[src/rtl/ram_block_mover_pkg.sv]
`default_nettype none
// ============================================================================
// Module  : ram_block_mover_pkg
// Brief   : State encodings, mode constants and helpers for the block mover.
// Revision: 1.0 - initial release
// ============================================================================
package ram_block_mover_pkg;

  typedef logic [1:0] state_t;

  localparam logic [1:0] c_IDLE  = 2'd0;
  localparam logic [1:0] c_READ  = 2'd1;
  localparam logic [1:0] c_WRITE = 2'd2;
  localparam logic [1:0] c_DONE  = 2'd3;

  localparam logic c_MODE_COPY = 1'b0;
  localparam logic c_MODE_FILL = 1'b1;

  // FILL never needs a read, so each word starts directly in WRITE.
  function automatic state_t f_word_state(input logic mode);
    return (mode == c_MODE_FILL) ? c_WRITE : c_READ;
  endfunction

endpackage
`default_nettype wire

[src/rtl/ram_block_mover_index_counter.sv]
`default_nettype none
// ============================================================================
// Module  : ram_block_mover_index_counter
// Brief   : Word index counter with last-word flag for the block mover.
// Revision: 1.0 - initial release
// ============================================================================
module ram_block_mover_index_counter #(
  parameter int ADDR_W = 9
) (
  input  logic              clk,
  input  logic              reset,
  input  logic              clear,
  input  logic              inc,
  input  logic [ADDR_W:0]   len,
  output logic [ADDR_W-1:0] idx,
  output logic              idx_last
);

  logic [ADDR_W:0] r_idx;
  logic [ADDR_W:0] w_idx_next;

  // One extra bit so a 512-word transfer can reach idx+1 == 512.
  assign w_idx_next = r_idx + 1'b1;
  assign idx_last   = (w_idx_next == len);
  assign idx        = r_idx[ADDR_W-1:0];

  always_ff @(posedge clk or posedge reset) begin
    if (reset) begin
      r_idx <= '0;
    end else if (clear) begin
      r_idx <= '0;
    end else if (inc) begin
      r_idx <= w_idx_next;
    end
  end

endmodule
`default_nettype wire

[src/rtl/ram_block_mover.sv]
`default_nettype none
// ============================================================================
// Module  : ram_block_mover
// Brief   : RAM initiator performing block COPY or FILL of up to 512 words.
// Revision: 1.0 - initial release
// ============================================================================
module ram_block_mover
  import ram_block_mover_pkg::*;
#(
  parameter int ADDR_W = 9,
  parameter int DATA_W = 16
) (
  input  logic              clk,
  input  logic              reset,
  input  logic              start,
  input  logic              mode,
  input  logic [ADDR_W-1:0] src,
  input  logic [ADDR_W-1:0] dst,
  input  logic [ADDR_W:0]   len,
  input  logic [DATA_W-1:0] fill_value,
  output logic              busy,
  output logic              done,
  output logic [ADDR_W-1:0] mem_address,
  output logic [DATA_W-1:0] mem_in,
  output logic              mem_load,
  input  logic [DATA_W-1:0] mem_out
);

  state_t            r_state;
  logic              r_mode;
  logic [ADDR_W-1:0] r_src;
  logic [ADDR_W-1:0] r_dst;
  logic [ADDR_W:0]   r_len;
  logic [DATA_W-1:0] r_fill;
  logic [DATA_W-1:0] r_data;

  logic [ADDR_W-1:0] w_idx;
  logic              w_idx_last;
  logic              w_accept;
  logic [ADDR_W-1:0] w_rd_addr;
  logic [ADDR_W-1:0] w_wr_addr;

  assign w_accept = (r_state == c_IDLE) && start;

  ram_block_mover_index_counter #(
    .ADDR_W (ADDR_W)
  ) u_index_counter (
    .clk      (clk),
    .reset    (reset),
    .clear    (w_accept),
    .inc      (r_state == c_WRITE),
    .len      (r_len),
    .idx      (w_idx),
    .idx_last (w_idx_last)
  );

  always_ff @(posedge clk or posedge reset) begin
    if (reset) begin
      r_state <= c_IDLE;
      r_mode  <= 1'b0;
      r_src   <= '0;
      r_dst   <= '0;
      r_len   <= '0;
      r_fill  <= '0;
      r_data  <= '0;
    end else begin
      case (r_state)
        c_IDLE: begin
          if (start) begin
            r_mode  <= mode;
            r_src   <= src;
            r_dst   <= dst;
            r_len   <= len;
            r_fill  <= fill_value;
            r_state <= (len == '0) ? c_DONE : f_word_state(mode);
          end
        end
        c_READ: begin
          r_data  <= mem_out;
          r_state <= c_WRITE;
        end
        c_WRITE: begin
          r_state <= w_idx_last ? c_DONE : f_word_state(r_mode);
        end
        c_DONE: begin
          r_state <= c_IDLE;
        end
        default: begin
          r_state <= c_IDLE;
        end
      endcase
    end
  end

  // Addresses wrap naturally by truncation to ADDR_W bits.
  assign w_rd_addr = r_src + w_idx;
  assign w_wr_addr = r_dst + w_idx;

  always_comb begin
    mem_address = '0;
    mem_in      = '0;
    mem_load    = 1'b0;
    case (r_state)
      c_READ: begin
        mem_address = w_rd_addr;
      end
      c_WRITE: begin
        mem_address = w_wr_addr;
        mem_in      = (r_mode == c_MODE_FILL) ? r_fill : r_data;
        mem_load    = 1'b1;
      end
      default: begin
        mem_address = '0;
      end
    endcase
  end

  assign busy = (r_state == c_READ) || (r_state == c_WRITE);
  assign done = (r_state == c_DONE);

endmodule
`default_nettype wire

[config.mk]
export PLATFORM = sky130hd
export DESIGN_NAME = ram_block_mover
export DESIGN_NICKNAME = d
export VERILOG_FILES = /design/src/rtl/ram_block_mover_pkg.sv /design/src/rtl/ram_block_mover_index_counter.sv /design/src/rtl/ram_block_mover.sv
export SDC_FILE = /design/constraint.sdc
export NUM_CORES = 1
export LEC_CHECK = 0
export BUFFER_PORTS_ARGS = -buffer_cell sky130_fd_sc_hd__buf_4
export CORE_UTILIZATION = 50
export DETAILED_ROUTE_END_ITERATION = 12
export GPL_TIMING_DRIVEN = 0
export PLACE_DENSITY_LB_ADDON = 0.2
export SYNTH_ARGS = -nofsm -noshare
export SYNTH_HDL_FRONTEND = slang
export SYNTH_HIERARCHICAL = 1
export SYNTH_SLANG_ARGS = --single-unit
export TNS_END_PERCENT = 30
[constraint.sdc]
create_clock -name clk -period 2.65 [get_ports clk]
set_clock_uncertainty 0.2 [all_clocks]
set_input_delay 0.1325 -clock clk [delete_from_list [all_inputs] [get_ports clk]]
set_output_delay 0.1325 -clock clk [all_outputs]
set_load 0.005 [all_outputs]
==> metrics.yaml, run 1 <==
worstRegToRegCells: 10
async_flop_share_pct: 100.0
cp_common_cell: "ha_4"
met3_usage_pct: 5.421
die_y_um: 94.01
ioPinCount: 92
r2r-start: "u_index_counter/r_idx[0]$_DFFE_PP0P_"
grt_start_max_net_pins: 35
grt_pass1_wl_mm: 16.71
worstReg2RegEnd: "r_state[0]$_DFFE_PP0P_"
ys_seq_area_share_pct: 43.16
power_switching_mw: 2.413
clockBufferDepth: 2
die_area_um2: 8838
final.min_clock_period_ns: 3.022
worstPathRequired_ns: 2.32
cp-start-kind: "register"
std_cell_rows: 33
worst_slew_pin_slew_ns: 0.6660
cp_top_family: "adder cells"
yosysTopAreaCell: "dfrtp_1"
clkLatencyLatePin_ns: 0.35
final_util_pct: 76.02
drive_gt1_share_pct: 44.97
r2r_setup_slack_ns: 0.15
synth_top_area_share_pct: 43.16
crit_type: "reg2out"
syn_nets: 447
start_util_pct: 51.52
worstPathArrival_ns: 2.69
wl_mm: 10.55
cts-root-buf: "clkbuf_8"
ant_nets: 0
synth_area_leaders: "dfrtp_1 43%, mux2_2 18%, mux2i_1 4.7%, ha_1 4.4%, xor2_1 2.7%"
timing.hold.ws_ns: 0.1170
hold_violations: 0
cts_tree: "yes"
setup_viol: 8
synthTopCellsByCount: "73 x dfrtp_1, 69 x mux2_2, 20 x mux2i_1, 18 x nor2_1, 18 x nor2b_1"
cts.clk_slew.worst_paths_ns: 0.07
firstDrtPassIters: 4
synthCells: 367
max_freq_ghz: 0.3309
grt_use_total_pct: 25.09
cts_sinks: 73
internal-power_mw: 4.445
htree_levels: 3
nNetsFinal: 623
synth_warnings: 6
n_antenna_cell: 0
synth_edf_count: 0
status: "finished with violations"
met2_usage_pct: 45.86
avgSynthCellArea_um2: 11.53
path_max_fanout: 6
coreArea_um2: 8217
ys_ff_latch: 73
power_leakage_nw: 2.841
grt_overflow_total: 0
p_comb_share_pct: 55.6
area_growth_pct: 47.56
cp_slowest_cell: "dfrtp_2"
avgRoutedWirePerCell_um: 16.18
portBuffers: 91
max_stage_delay_ns: 0.43
fillers: 518
crit_chain: "ha_4 -> clkbuf_16 -> mux2_4 -> ha_4 -> inv_2 -> fa_2 -> nand2b_4 -> a21oi_4 -> o21ai_2 -> mux2i_1 -> buf_4"
antenna_found_initial: 0
min_path_type: "in2async"
busiest_layer: "met2"
slew_viol_final: 0
drt_iter0_markers: 118
setup.worst_path.end: "mem_address[8]"
worst_slack_ns: -0.3722
drc_errors: 0
end_kind: "primary output"
dp_hpwl_mm: 6.686
crit_cells: 11
ys.flop_type: "dfrtp_1"
p_seq_share_pct: 29.0
yosysUniqueCellTypes: 56
yosysMostFrequentCell: "dfrtp_1"
rsz0062_at_grt: "true"
irDropWorstVdd_mv: 0.7487
relSlewSlack_pct: 55.54
maxCapViolations: 0
gp_congestion: 0.8111
die_w_um: 94.01
vias_per_cell: 5.250
p_per_area_nw_per_um2: 1098
swShare_pct: 35.18
fin_crit_sh_pct: 114.0
use_met1_pct: 28.05
critPathLaunch: "r_state[1]$_DFFE_PP0P_"
synthesis.area_um2: 4233
vias: 3423
grt_pass1_vias: 3666
cts_buffers: 9
clock_power_share_pct: 15.3
violations: "setup timing"
path_buf_inv: 3
[cell families (layout without fill, tap and decap cells)]
kind of cell	after synthesis	count (layout)	share of synthesized area (%)
DFF	73	73	43.16
and+or+nand+nor	92	92	12.15
AOI/OAI and AO/OA	35	35	5.941
buffers and inverters	40	220	5.261
xor gates and xnor gates	22	22	5.498
adders and majority gates	16	16	4.907
muxes	89	89	23.09
[power groups by stage]
| stage | Clock (mW) | Sequential (mW) | Combinational (mW) |
|---|---|---|---|
| floorplan | 0 | 1.89 | 2.27 |
| CTS | 1.08 | 1.97 | 3.66 |
| global route | 1.12 | 2.05 | 4.11 |
| finish | 1.05 | 1.99 | 3.82 |
| detailed placement | 0 | 2.00 | 3.21 |
| global placement | 0 | 1.96 | 3.11 |
[how the worst min path moves through the flow]
stage / end / slack [ns] / cells past startpoint
floorplan: u_index_counter/r_idx[0]$_DFFE_PP0P_ / -0.23 / 1
CTS: u_index_counter/r_idx[2]$_DFFE_PP0P_ / 0.12 / 3
finish: u_index_counter/r_idx[2]$_DFFE_PP0P_ / 0.12 / 3
global route: u_index_counter/r_idx[2]$_DFFE_PP0P_ / 0.16 / 3
global placement: u_index_counter/r_idx[2]$_DFFE_PP0P_ / -0.07 / 2
detailed placement: u_index_counter/r_idx[2]$_DFFE_PP0P_ / -0.06 / 2
[cell usage in the layout, fill, tap and decap left out, drive strengths merged, types with 4 or more instances in the layout]
cell / count
o21ai: 8
xnor2: 8
nand2: 10
nand2b: 4
nor2: 18
nand3: 10
and3: 5
nand4: 5
nor2b: 18
dlygate4sd3: 63
xor2: 13
dfrtp: 73
buf: 125
nor3: 5
ha: 15
mux2: 69
a21oi: 7
mux2i: 20
clkbuf: 14
inv: 13
[sequential cells by signal (all words and copies together), names as in the netlist]
register,count
r_data,16
r_src,9
r_dst,9
u_index_counter/r_idx,10
r_state,2
r_fill,16
r_mode,1
r_len,10
[cell type report]
| class | count | area, um2 | share of cell area, % |
|---|---|---|---|
| inverter | 13 | 48.80 | 0.7813 |
| clock buffer | 10 | 137.6 | 2.204 |
| clock inverter | 5 | 103.9 | 1.663 |
| buffer | 26 | 190.2 | 3.045 |
| timing repair buffer | 166 | 1420 | 22.74 |
| sequential | 73 | 1829 | 29.29 |
| multi-input combinational | 254 | 2385 | 38.18 |
| tap | 105 | 131.4 | 2.103 |
[what timing repair did]
item	4_1_cts	5_1_grt
pin swaps	8	3
setup buffers	9	2
resized for setup	29	5
hold buffers	63	0
hold endpoints to repair	102	0
setup endpoints to repair	9	10
[through the flow]
step | instances | setup TNS, ns | setup WS, ns | power [mW] | instance area [um2]
6_report | 652 | -1.756 | -0.3722 | 6.858 | 6246
5_1_grt | 652 | -2.370 | -0.4318 | 7.286 | 6246
4_1_cts | 650 | -1.581 | -0.3497 | 6.711 | 6195
3_5_place_dp | 564 | -1.535 | -0.3929 | 5.212 | 5107
3_3_place_gp | 563 | -10.33 | -0.3109 | 5.067 | 5087
2_1_floorplan | 367 | 0 | 0.03521 | 4.160 | 4273
[worst min-delay path, cell delays in order]
cell and delay, ns:
dlygate4sd3_1 0.53, buf_4 0.14, inv_1 0.26
[layer usage]
metal	up-vias	wire [um]
li1	1640	-
met1	1669	4339
met2	87	5530
met3	27	412
met4	0	269
met5	-	0
No activity file was read; power rests on OpenSTA's default activity.
==> run 2, diff against run 1 <==
==> constraint.sdc (replaced) <==
create_clock -name clk -period 2.65 [get_ports clk]
set_clock_uncertainty 0.2 [all_clocks]
set_input_delay 0.3975 -clock clk [delete_from_list [all_inputs] [get_ports clk]]
set_output_delay 0.3975 -clock clk [all_outputs]
set_load 0.005 [all_outputs]
==> run 2 against run 1 <==
- the flow still finishes with violations (setup timing)
- cell count shrank 9.4%
- combinational power shrank 4%
- maximum frequency shrank 7.1%
- sequential power is essentially flat
- design area shrank 10%
- total power shrank 4.0%
- flip-flop and latch count is the same
- worst setup slack lost 0.23 ns
- highest routed layer unchanged
- register-to-register slack lost 0.10 ns
- die area is the same
- critical path type unchanged
- first-iteration DRC count shrank 5.1%
==> metrics.yaml, run 2 (synthesis gave the netlist of run 1 again) <==
status: "finished with violations"
violations: "setup timing"
setup_viol: 8  # unchanged
largestRegisters: "r_data (16), r_fill (16)"
gp_congestion: 0.8112  # about the same
grt_pass1_wl_mm: 15.83  # -5.3%
fin_crit_sh_pct: 122.7  # +8.7 points
coreArea_um2: 8217  # unchanged
worst_slew_pin_slew_ns: 0.5152  # -0.1508 ns
end_kind: "primary output"
die_w_um: 94.01  # unchanged
p_per_area_nw_per_um2: 1176  # +7.1%
r2r_setup_slack_ns: 0.05  # -0.10 ns
grt_pass1_vias: 3308  # -9.8%
firstDrtPassIters: 4  # unchanged
final_util_pct: 68.11  # -7.9 points
cts_sinks: 73  # unchanged
worst_slack_ns: -0.6019  # -0.2297 ns
r2r-start: "u_index_counter/r_idx[1]$_DFFE_PP0P_"
grt_use_total_pct: 23.51  # -1.6 points
final.min_clock_period_ns: 3.252  # +0.2297 ns
worstRegToRegCells: 10  # unchanged
vias: 3169  # -7.4%
dp_hpwl_mm: 6.896  # +3.1%
worstPathRequired_ns: 2.05  # -0.27 ns
avgRoutedWirePerCell_um: 16.07  # -0.70%
irDropWorstVdd_mv: 0.5432  # -27%
cp-start-kind: "register"
nNetsFinal: 561  # -10%
cts.clk_slew.worst_paths_ns: 0.08  # about the same
worstReg2RegEnd: "r_state[0]$_DFFE_PP0P_"
clkLatencyLatePin_ns: 0.34  # about the same
finalPower_mw: 6.584  # -4.0%
n_antenna_cell: 0  # unchanged
path_max_fanout: 7  # +1
slew_viol_final: 0  # unchanged
holdPathEnd: "r_data[5]$_DFFE_PP0P_"
place_ws_ns: -0.5192  # -0.1263 ns
fillers: 650  # +25%
cts-root-buf: "clkbuf_8"
die_area_um2: 8838  # unchanged
drc_errors: 0  # unchanged
rsz0062_at_grt: "true"
std_cell_rows: 33  # unchanged
tns_ns: -3.826  # -2.070 ns
wl_mm: 9.498  # -10%
holdPathStages: 2
ant_nets: 0  # unchanged
clockBufferDepth: 2  # unchanged
timing.hold.ws_ns: 0.08081  # -0.03619 ns
dpl_cell_area_um2: 5170  # +1.2%
dp_cells: 564  # unchanged
antenna_found_initial: 0  # unchanged
area_growth_pct: 32.22
portBuffers: 91  # unchanged
start_util_pct: 51.52  # unchanged
cts_tree: "yes"
die_y_um: 94.01  # unchanged
grt_overflow_total: 0  # unchanged
ioPinCount: 92  # unchanged
final_cell_mix: "110 x buf_4, 71 x dfrtp_1, 67 x mux2_2"
post-route-cell-area_um2: 5597  # -10%
stdcell_count: 591  # -9.4%
min_from: "mem_out[5]"
drt_iter0_markers: 112  # -5.1%
vias_per_cell: 5.362  # +2.1%
final_common_cell: "buf_4"
htree_levels: 3  # unchanged
min_path_type: "in2reg"
critPathLaunch: "r_state[1]$_DFFE_PP0P_"
worstPathArrival_ns: 2.65  # -0.04 ns
drive_gt1_share_pct: 50.82  # +5.9 points
crit_type: "reg2out"
power_leakage_nw: 2.574  # -9.4%
max_freq_ghz: 0.3075  # -7.1%
hold_violations: 0  # unchanged
maxCapViolations: 0  # unchanged
cts_buffers: 9  # unchanged
grt_start_max_net_pins: 43  # +23%
relSlewSlack_pct: 65.61  # +10 points
[run 2: final cells by class]
| cell class | instances | area [um2] | share of cell area, % |
|---|---|---|---|
| clock buffers | 11 | 141.4 | 2.526 |
| clock inverters | 5 | 78.83 | 1.408 |
| repair buffers | 103 | 788.3 | 14.08 |
| flip-flops and latches | 73 | 1829 | 32.68 |
| well taps | 105 | 131.4 | 2.347 |
| plain buffers | 27 | 210.2 | 3.756 |
| inverters | 13 | 48.80 | 0.8719 |
| multi-input cells | 254 | 2369 | 42.32 |
[run 2: timing repair]
action | CTS | global route
gates cloned | 0 | 0
hold buffers | 1 | 0
setup endpoints to repair | 10 | 11
setup buffers | 7 | 3
gates resized for setup | 19 | 5
hold endpoints to repair | 31 | 0
pin swaps | 4 | 4
[run 2: critical path, stage by stage, from the launching register on]
cell	delay (ns)
dfrtp_2	0.43
ha_4	0.17
buf_12	0.14
clkbuf_16	0.15
mux2_4	0.31
ha_4	0.17
inv_2	0.05
fa_2	0.19
nand2b_4	0.14
a21oi_4	0.07
or3_1	0.31
nand3_1	0.09
buf_4	0.11
[run 2: power by group]
group          internal [mW]  total, mW  switching (mW)
clock                  0.555      0.957           0.402
combinational           2.09       3.66            1.57
sequential              1.63       1.97           0.333
total                   4.28       6.58            2.30
[run 2: worst max path at each step]
stage	endpoint	slack, ns
3_5_place_dp	mem_address[7]	-0.52
4_1_cts	mem_address[6]	-0.60
2_1_floorplan	mem_address[6]	-0.13
5_1_grt	mem_address[6]	-0.69
3_3_place_gp	mem_address[7]	-0.50
6_report	mem_address[6]	-0.60
[run 2: metal layers]
layer	wire, um	global-route usage [%]	vias up
li1	-	-	1518
met1	4129	29.12	1561
met2	4756	40.39	74
met3	436	4.693	16
met4	175	8.718	0
met5	0	0	-
==> run 3, diff against run 2 <==
--- a/config.mk
+++ b/config.mk
@@ -6,9 +6,10 @@
 export NUM_CORES = 1
 export LEC_CHECK = 0
 export BUFFER_PORTS_ARGS = -buffer_cell sky130_fd_sc_hd__buf_4
-export CORE_UTILIZATION = 50
+export CORE_UTILIZATION = 59
 export DETAILED_ROUTE_END_ITERATION = 12
 export GPL_TIMING_DRIVEN = 0
+export HOLD_SLACK_MARGIN = 0.1
 export PLACE_DENSITY_LB_ADDON = 0.2
 export SYNTH_ARGS = -nofsm -noshare
 export SYNTH_HDL_FRONTEND = slang
==> constraint.sdc (replaced) <==
create_clock -name clk -period 3.99 [get_ports clk]
set_clock_uncertainty 0.2 [all_clocks]
set_input_delay 1.197 -clock clk [delete_from_list [all_inputs] [get_ports clk]]
set_output_delay 1.197 -clock clk [all_outputs]
set_load 0.005 [all_outputs]
==> run 3 against run 2 <==
- the run still ends with setup timing left
- critical path depth shrank 3
- worst hold slack gained 0.23 ns
- clock-buffer cell count shrank 2
- flip-flop and latch count is the same
- non-clock buffer count grew 4
- worst setup slack gained 0.43 ns
- critical path type unchanged
==> metrics.yaml, run 3 (synthesis gave the netlist of run 1 again) <==
worst_slack_ns: -0.1675  # +0.4344 ns
grt_start_max_net_pins: 35  # -19%
cp-start-kind: "register"
fin_crit_sh_pct: 104.2
final_common_cell: "buf_4"
n_antenna_cell: 0  # unchanged
slew_viol_final: 0  # unchanged
worstPathArrival_ns: 2.76  # +0.11 ns
cts_buffers: 9  # unchanged
drive_gt1_share_pct: 50.92  # +0.097 points
area_growth_pct: 32.60
std_cell_rows: 30  # -9.1%
drc_errors: 0  # unchanged
portBuffers: 91  # unchanged
rsz0062_at_grt: "true"
cts.clk_slew.worst_paths_ns: 0.08  # about the same
violations: "setup timing"
vias_per_cell: 5.568  # +3.8%
hold_violations: 0  # unchanged
worstReg2RegEnd: "r_state[0]$_DFFE_PP0P_"
die_y_um: 86.70  # -7.8%
min_path_type: "reg2reg"
maxCapViolations: 0  # unchanged
holdPathStages: 1  # -1
min_from: "r_dst[4]$_DFFE_PP0P_"
path_max_fanout: 8  # +1
coreArea_um2: 6869  # -16%
final.min_clock_period_ns: 4.157
gp_congestion: 0.8406  # +3.6%
antenna_found_initial: 0  # unchanged
p_per_area_nw_per_um2: 803.5  # -32%
status: "finished with violations"
worstPathRequired_ns: 2.59  # +0.54 ns
dp_hpwl_mm: 6.703  # -2.8%
holdPathEnd: "r_dst[4]$_DFFE_PP0P_"
finalPower_mw: 4.510  # -31%
vias: 3257  # +2.8%
end_kind: "primary output"
r2r-start: "u_index_counter/r_idx[0]$_DFFE_PP0P_"
wl_mm: 10.33  # +8.7%
grt_pass1_vias: 3186  # -3.7%
cts-root-buf: "clkbuf_8"
avgRoutedWirePerCell_um: 17.65  # +9.8%
tns_ns: -0.3723  # +3.453 ns
drt_iter0_markers: 141  # +26%
largestRegisters: "r_data (16), r_fill (16)"
dp_cells: 555  # -1.6%
htree_levels: 3  # unchanged
die_w_um: 86.70  # -7.8%
power_leakage_nw: 2.588  # +0.53%
grt_pass1_wl_mm: 14.92  # -5.7%
irDropWorstVdd_mv: 0.4637  # -15%
worstRegToRegCells: 10  # unchanged
timing.hold.ws_ns: 0.3075  # +0.2267 ns
nNetsFinal: 565  # +0.71%
clkLatencyLatePin_ns: 0.34  # about the same
r2r_setup_slack_ns: 1.30  # +1.25 ns
relSlewSlack_pct: 54.97  # -11 points
ioPinCount: 92  # unchanged
clockBufferDepth: 2  # unchanged
firstDrtPassIters: 4  # unchanged
final_cell_mix: "115 x buf_4, 73 x dfrtp_1, 66 x mux2_2"
start_util_pct: 61.62  # +10 points
grt_use_total_pct: 26.36  # +2.8 points
cts_sinks: 73  # unchanged
final_util_pct: 81.71  # +14 points
ant_nets: 0  # unchanged
stdcell_count: 585  # -1.0%
cts_tree: "yes"
grt_overflow_total: 0  # unchanged
die_area_um2: 7517  # -15%
worst_slew_pin_slew_ns: 0.6744  # +0.1593 ns
crit_type: "reg2out"
max_freq_ghz: 0.2405
setup_viol: 4  # -4
## run 3: changes by cell type in the layout (fill, tap and decap cells not counted), sizes merged
| cell | change |
|---|---|
| buf | +5 |
| clkbuf | -2 |
| clkinv | -2 |
| clkinvlp | +2 |
| dlygate4sd3 | -1 |
| inv | +1 |
## run 3: per-layer routing
metal / part of all wire [%] / global-route usage [%] / wire (um)
met1: 41 / 32.56 / 4274
met2: 52 / 46.25 / 5364
met3: 4.8 / 7.333 / 499
met4: 1.8 / 5.606 / 189
met5: 0 / 0 / 0
## run 3: how the worst max path moves through the flow
stage / cells after the start / startpoint / to
after floorplan: 12 / r_state[0]$_DFFE_PP0P_ / mem_address[8]
after global routing: 9 / r_state[0]$_DFFE_PP0P_ / mem_address[8]
after global placement: 13 / r_state[0]$_DFFE_PP0P_ / mem_address[8]
after detailed placement: 13 / r_state[0]$_DFFE_PP0P_ / mem_address[8]
final: 9 / r_state[0]$_DFFE_PP0P_ / mem_address[8]
after CTS: 12 / r_state[1]$_DFFE_PP0P_ / mem_address[8]
## run 3: stage by stage
stage	area (um2)	setup slack, ns
final	5613	-0.1675
after global routing	5613	-0.2027
after CTS	5507	-0.1064
after detailed placement	5057	-0.4589
after global placement	5037	-0.3989
after floorplan	4234	0.08467
## run 3: final cells by class
class | instances | area [um2]
plain buffers | 26 | 190.2
clock buffers | 9 | 123.9
clock inverters | 6 | 92.59
fillers | 394 | 1256
inverters | 13 | 48.80
multi-input cells | 254 | 2384
flip-flops and latches | 73 | 1827
well taps | 96 | 120.1
repair buffers | 108 | 827.0
## run 3: where the power goes
| part | internal [mW] | switching, mW |
|---|---|---|
| sequential | 1.08 | 0.236 |
| clock | 0.352 | 0.278 |
| combinational | 1.42 | 1.14 |
| total | 2.86 | 1.65 |
## run 3: what timing repair did
action                                  in CTS  in global routing
hold buffers                                 0                  0
buffers inserted                            12                  4
endpoints found under the setup margin       8                  6
gates resized for setup                     30                 13
pin swaps                                    5                  4
## run 3: worst max-delay path, cell delays in order (launching register included)
cell and delay, ns:
dfrtp_1 0.39, inv_2 0.08, ha_4 0.21, mux2_2 0.38
ha_4 0.25, a2111oi_2 0.49, a21oi_1 0.13, o21ai_2 0.10
mux2i_1 0.25, buf_4 0.14
